===== config.mk =====
export PLATFORM = sky130hd
export DESIGN_NAME = pac_sprite_plotter
export DESIGN_NICKNAME = d
export VERILOG_FILES = /design/src/rtl/pac_sprite_plotter_pkg.sv /design/src/rtl/pac_sprite_plotter_scan.sv /design/src/rtl/pac_sprite_plotter.sv
export SDC_FILE = /design/constraint.sdc
export NUM_CORES = 1
export LEC_CHECK = 0
export ABC_AREA = 1
export CAP_MARGIN = 5
export CORE_MARGIN = 2
export CORE_UTILIZATION = 63
export DETAILED_ROUTE_END_ITERATION = 10
export GPL_TIMING_DRIVEN = 0
export PLACE_DENSITY_LB_ADDON = 0.05
export SKIP_LAST_GASP = 1
export SLEW_MARGIN = 20
export SYNTH_ARGS = -nofsm -noshare
export SYNTH_HDL_FRONTEND = slang
export SYNTH_HIERARCHICAL = 1
export SYNTH_SLANG_ARGS = --single-unit

===== constraint.sdc =====
create_clock -name clock -period 5.3 [get_ports clock]
set_input_delay 0.795 -clock clock [delete_from_list [all_inputs] [get_ports clock]]
set_output_delay 0.795 -clock clock [all_outputs]
set_load 0.1 [all_outputs]

===== src/rtl/pac_sprite_plotter_pkg.sv =====
// Shared constants, state/direction types and tile-to-pixel helpers for the pacman sprite plotter.
package pac_sprite_plotter_pkg;

  localparam int TILE_PX = 5;
  localparam int X_TILES = 27;
  localparam int Y_TILES = 24;

  localparam logic [2:0] PAC_COLOUR = 3'b110;
  localparam logic [2:0] BG_COLOUR  = 3'b000;

  typedef enum logic [1:0] {
    DIR_UP    = 2'd0,
    DIR_DOWN  = 2'd1,
    DIR_LEFT  = 2'd2,
    DIR_RIGHT = 2'd3
  } dir_e;

  typedef enum logic [1:0] {
    S_IDLE  = 2'd0,
    S_ERASE = 2'd1,
    S_DRAW  = 2'd2,
    S_DONE  = 2'd3
  } state_e;

  // tile*5 as shift-and-add; max results 134 (x) and 119 (y) fit the native widths
  function automatic logic [7:0] tile_to_px_x(input logic [7:0] t);
    return (t << 2) + t;
  endfunction

  function automatic logic [6:0] tile_to_px_y(input logic [6:0] t);
    return (t << 2) + t;
  endfunction

endpackage


===== src/rtl/pac_sprite_plotter_scan.sv =====
// 5x5 raster counter: col is the inner index, row the outer; both wrap back to 0 after the last pixel.
module pac_pixel_scan
  import pac_sprite_plotter_pkg::*;
(
  input  logic       clock,
  input  logic       reset_n,
  input  logic       en,
  input  logic       clr,
  output logic [2:0] col,
  output logic [2:0] row,
  output logic       last
);

  localparam logic [2:0] EDGE_MAX = 3'(TILE_PX - 1);

  assign last = (col == EDGE_MAX) && (row == EDGE_MAX);

  always_ff @(posedge clock or negedge reset_n) begin
    if (!reset_n) begin
      col <= 3'd0;
      row <= 3'd0;
    end else if (clr) begin
      col <= 3'd0;
      row <= 3'd0;
    end else if (en) begin
      if (col == EDGE_MAX) begin
        col <= 3'd0;
        row <= (row == EDGE_MAX) ? 3'd0 : row + 3'd1;
      end else begin
        col <= col + 3'd1;
      end
    end
  end

endmodule


===== src/rtl/pac_sprite_plotter.sv =====
// Erases the sprite at the last drawn tile, then draws the new one, one pixel per clock to the VGA adapter.
// state | meaning
// IDLE  | waiting for an in-range go edge
// ERASE | 25 background pixels at the old tile
// DRAW  | 25 shape pixels at the new tile
// DONE  | done pulse next cycle, new tile becomes old; chains to ERASE if a request is pending
module pac_sprite_plotter
  import pac_sprite_plotter_pkg::*;
(
  input  logic        clock,
  input  logic        reset_n,
  input  logic        go,
  input  logic [7:0]  tile_x,
  input  logic [6:0]  tile_y,
  input  logic [24:0] shape,
  output logic [7:0]  vga_x,
  output logic [6:0]  vga_y,
  output logic [2:0]  vga_colour,
  output logic        vga_plot,
  output logic        busy,
  output logic        done
);

  state_e      state, state_nxt;
  logic        go_q;
  logic [7:0]  new_x, old_x, pend_x;
  logic [6:0]  new_y, old_y, pend_y;
  logic [24:0] new_shape, pend_shape;
  logic        old_valid, pending;

  logic [2:0]  col, row;
  logic        last;
  logic        scanning, erasing, req;
  logic [4:0]  bit_idx;
  logic [7:0]  pix_x;
  logic [6:0]  pix_y;
  logic [2:0]  pix_colour;

  assign req      = go && !go_q && (tile_x < 8'(X_TILES)) && (tile_y < 7'(Y_TILES));
  assign erasing  = (state == S_ERASE);
  assign scanning = erasing || (state == S_DRAW);
  assign busy     = (state != S_IDLE);

  pac_pixel_scan u_scan (
    .clock   (clock),
    .reset_n (reset_n),
    .en      (scanning),
    .clr     (!scanning),
    .col     (col),
    .row     (row),
    .last    (last)
  );

  always_comb begin
    state_nxt = state;
    case (state)
      S_IDLE:  if (req) state_nxt = old_valid ? S_ERASE : S_DRAW;
      S_ERASE: if (last) state_nxt = S_DRAW;
      S_DRAW:  if (last) state_nxt = S_DONE;
      S_DONE:  state_nxt = (req || pending) ? S_ERASE : S_IDLE;
      default: state_nxt = S_IDLE;
    endcase
  end

  always_comb begin
    bit_idx    = {row, 2'b00} + 5'(row) + 5'(col);
    pix_x      = (erasing ? tile_to_px_x(old_x) : tile_to_px_x(new_x)) + 8'(col);
    pix_y      = (erasing ? tile_to_px_y(old_y) : tile_to_px_y(new_y)) + 7'(row);
    pix_colour = (!erasing && new_shape[bit_idx]) ? PAC_COLOUR : BG_COLOUR;
  end

  always_ff @(posedge clock or negedge reset_n) begin
    if (!reset_n) begin
      state <= S_IDLE;
      go_q  <= 1'b0;
    end else begin
      state <= state_nxt;
      go_q  <= go;
    end
  end

  always_ff @(posedge clock or negedge reset_n) begin
    if (!reset_n) begin
      new_x      <= 8'd0;
      new_y      <= 7'd0;
      new_shape  <= 25'd0;
      old_x      <= 8'd0;
      old_y      <= 7'd0;
      old_valid  <= 1'b0;
      pend_x     <= 8'd0;
      pend_y     <= 7'd0;
      pend_shape <= 25'd0;
      pending    <= 1'b0;
    end else begin
      case (state)
        S_IDLE: if (req) begin
          new_x     <= tile_x;
          new_y     <= tile_y;
          new_shape <= shape;
        end
        S_ERASE, S_DRAW: if (req) begin
          pending    <= 1'b1;
          pend_x     <= tile_x;
          pend_y     <= tile_y;
          pend_shape <= shape;
        end
        S_DONE: begin
          old_x     <= new_x;
          old_y     <= new_y;
          old_valid <= 1'b1;
          pending   <= 1'b0;
          // a go edge landing in DONE is newer than anything already pending
          if (req) begin
            new_x     <= tile_x;
            new_y     <= tile_y;
            new_shape <= shape;
          end else if (pending) begin
            new_x     <= pend_x;
            new_y     <= pend_y;
            new_shape <= pend_shape;
          end
        end
        default: ;
      endcase
    end
  end

  always_ff @(posedge clock or negedge reset_n) begin
    if (!reset_n) begin
      vga_x      <= 8'd0;
      vga_y      <= 7'd0;
      vga_colour <= BG_COLOUR;
      vga_plot   <= 1'b0;
      done       <= 1'b0;
    end else begin
      vga_plot <= scanning;
      done     <= (state == S_DONE);
      if (scanning) begin
        vga_x      <= pix_x;
        vga_y      <= pix_y;
        vga_colour <= pix_colour;
      end
    end
  end

endmodule


==> flow_summary.json <==
{
  "p_leak_nw": 4.482,
  "coreArea_um2": 10890,
  "clock-root-buffer": "clkbuf_8",
  "synth-edff-count": 0,
  "io_pins": 64,
  "drv_slew": 0,
  "worst_ep_arrival_time_ns": 2.58,
  "clk_pin_slew_ns": 0.06,
  "path_buf_inv": 3,
  "rr_worst_depth": 17,
  "pwr_density_cell_nw_per_um2": 688.2,
  "portBuffers": 62,
  "post_drt_wl_per_cell_um": 13.44,
  "crit_path_start": "state[0]$_DFFE_PN0P_",
  "synth_area_um2": 7039,
  "antennaDiodeCount": 0,
  "max_freq_mhz": 296.6,
  "drt_first_iter_violations": 428,
  "multi_input_area_um2": 3318,
  "critical_path_class": "register to output port",
  "cap_violations": 0,
  "worstPathRequired_ns": 4.51,
  "r2r_slack_ns": 1.96,
  "reg2reg_from": "state[1]$_DFFE_PN0P_",
  "path_cells": "inv_1, ha_1, inv_1, clkdlybuf4s50_1",
  "synth.avg_cell_area_um2": 7.473,
  "setup_violations": 0,
  "status": "completed",
  "synth_seq_area_share_pct": 44.08,
  "fp.dieW_um": 109.7,
  "grt_pass1_vias": 5819,
  "tightest_slew_ns": 0.9991,
  "slowest_delay_ns": 1.18,
  "crit_fanout": 4,
  "timing.rr.end": "vga_x[6]$_DFFE_PN0N_",
  "ys_ff_latch": 124,
  "yosys_warnings": 6,
  "cts_tree": "done",
  "grt_pass1_wl_um": 27050,
  "irDropWorstVdd_mv": 0.4973,
  "cp_common_cell": "inv_1",
  "setup_tns_ns": 0,
  "placed_area_um2": 7864,
  "post_cts_buffers": 0,
  "fin_nets": 1113,
  "grt_start_max_net_pins": 75,
  "die_y_um": 109.7,
  "clock_sinks": 124,
  "rows": 38,
  "n_fill_cell": 810,
  "cpMaxStageDelayCell": "clkdlybuf4s50_1",
  "cts-resized-gates": 0,
  "hp-class": "input port to async pin",
  "clk_latency_ns": 0.54,
  "cts_buffer_depth": 2,
  "drc": 0,
  "die_area_um2": 12040,
  "antenna_found_initial": 0,
  "crit_end": "busy",
  "clock_skew_ns": 0.008538,
  "synthArstFlopShare_pct": 100.0,
  "ys_types": 31,
  "finalHoldViolations": 0,
  "crit_cells": 4,
  "netlist_instances": 942,
  "crit_path_end_kind": "output port",
  "design_area_um2": 8474,
  "drt_first_pass_iters": 6,
  "wl_um": 15820,
  "via_count": 6110,
  "ant_nets": 0,
  "ys.flop_type": "dfrtp_1",
  "hpwl_um": 11390,
  "rsz0062_at_grt": "false",
  "grt_overflow_total": 0,
  "grt.total_usage_pct": 29.50,
  "drive_gt1_share_pct": 6.654,
  "htree_levels": 4,
  "relSlewSlack_pct": 33.18,
  "cp-start-kind": "register",
  "cts-hold-fix-buffers": 0,
  "globalplace.congestion": 0.8483,
  "finalCritPeriodShare_pct": 63.61,
  "cts_buffers": 17,
  "syn2layout_area_growth_pct": 20.39,
  "seqCellArea_um2": 3103,
  "start_util_pct": 64.65,
  "min_period_ns": 3.371,
  "cp_top_family": "buffers and inverters",
  "via_per_inst": 5.191,
  "syn-num-nets": 1031
}
area by class of cell:
type	count	area share, %
plain buffers	36	2.156
multi-input cells	666	39.16
clock buffers	22	5.581
clock inverters	10	1.624
flip-flops and latches	124	36.62
repair buffers	63	7.663
inverters	116	5.138
well taps	140	2.067
routing by layer:
layer	vias to the layer above	share of wire (%)	GRT usage (%)
li1	3120	-	-
met1	2816	46	39.44
met2	143	48	47.44
met3	31	4.1	6.224
met4	0	2.4	11.30
met5	-	0	0
cells in the mapped netlist (2+ instances only):
cell type	n	share of area, %
nor2_2	2	0.18
inv_1	111	5.9
o21ai_1	7	0.50
ha_1	38	6.8
inv_2	4	0.21
a21oi_1	21	1.5
buf_2	14	1.0
xor2_1	3	0.37
xnor2_1	3	0.37
nor2_1	24	1.3
or2_2	2	0.18
o21ai_0	94	6.7
o21bai_1	3	0.32
nand3_1	62	4.4
fa_1	8	2.3
nand2_2	4	0.36
nand2_1	380	20
clkbuf_1	17	0.91
dfrtp_1	124	44
nand2_4	3	0.48
buf_4	2	0.21
a22o_1	2	0.25
nand4_1	4	0.36
buf_6	3	0.48
stage by stage:
step	power [mW]	setup WS, ns	hold WS (ns)	std cells	util (%)
after floorplan	3.850	2.584	0.4307	942	-
after global placement	4.548	-1.454	0.4461	1144	71.96
after detailed placement	4.623	1.972	0.4458	1145	72.22
after CTS	5.843	1.913	0.2098	1177	77.83
after global routing	6.327	1.762	0.2277	1177	77.83
final	5.832	1.929	0.2009	1177	77.83
power breakdown:
part | leakage, nW | switching, mW | internal (mW)
registers | 1.60 | 0.251 | 1.28
logic | 2.58 | 2.14 | 0.979
clock network | 0.297 | 0.416 | 0.765
total | 4.48 | 2.81 | 3.03
cells in the final DEF, fill, tap and decap left out, types with 2 or more instances in the layout:
cell	n
nand4_1	4
clkinv_4	2
o21ai_1	7
nand2_1	380
buf_2	14
ha_1	38
buf_6	4
xor2_1	3
fa_1	8
clkinvlp_4	2
clkbuf_8	5
bufinv_16	3
a22o_1	2
o21bai_1	3
clkinv_2	3
clkbuf_16	16
or2_2	2
nand2_4	3
a21oi_1	21
inv_2	4
xnor2_1	3
clkdlybuf4s50_1	61
nor2_1	24
inv_1	111
dfrtp_1	124
nor2_2	2
clkbuf_1	18
nand2_2	4
o21ai_0	94
nand3_1	62
buf_4	2
cell families after synthesis:
family | share of synthesized area [%]
xor+xnor | 0.7467
simple gates | 27.75
other cells | 0.05327
buf+inv | 8.780
compound gates | 9.563
fa+ha+maj | 9.030
flops | 44.08
sequential cells by signal (all words and copies together), names as in the netlist:
name        cells
new_shape      25
pend_shape     25
new_x           8
old_x           8
pend_x          8
vga_x           8
new_y           7
old_y           7
pend_y          7
vga_y           7
u_scan/col      3
u_scan/row      3
state           2
done            1
go_q            1
old_valid       1
pending         1
vga_colour      1
vga_plot        1
how the worst min path moves through the flow:
stage,start,to,slack [ns],cells past startpoint
6_report,reset_n,old_x[7]$_DFFE_PN0P_,0.20,1
3_5_place_dp,pend_x[6]$_DFFE_PN0P_,pend_x[6]$_DFFE_PN0P_,0.45,2
5_1_grt,reset_n,old_x[3]$_DFFE_PN0P_,0.23,1
3_3_place_gp,pend_x[6]$_DFFE_PN0P_,pend_x[6]$_DFFE_PN0P_,0.45,2
2_1_floorplan,pend_x[6]$_DFFE_PN0P_,pend_x[6]$_DFFE_PN0P_,0.43,2
4_1_cts,reset_n,old_x[1]$_DFFE_PN0P_,0.21,1
No activity file was read; power rests on OpenSTA's default activity.
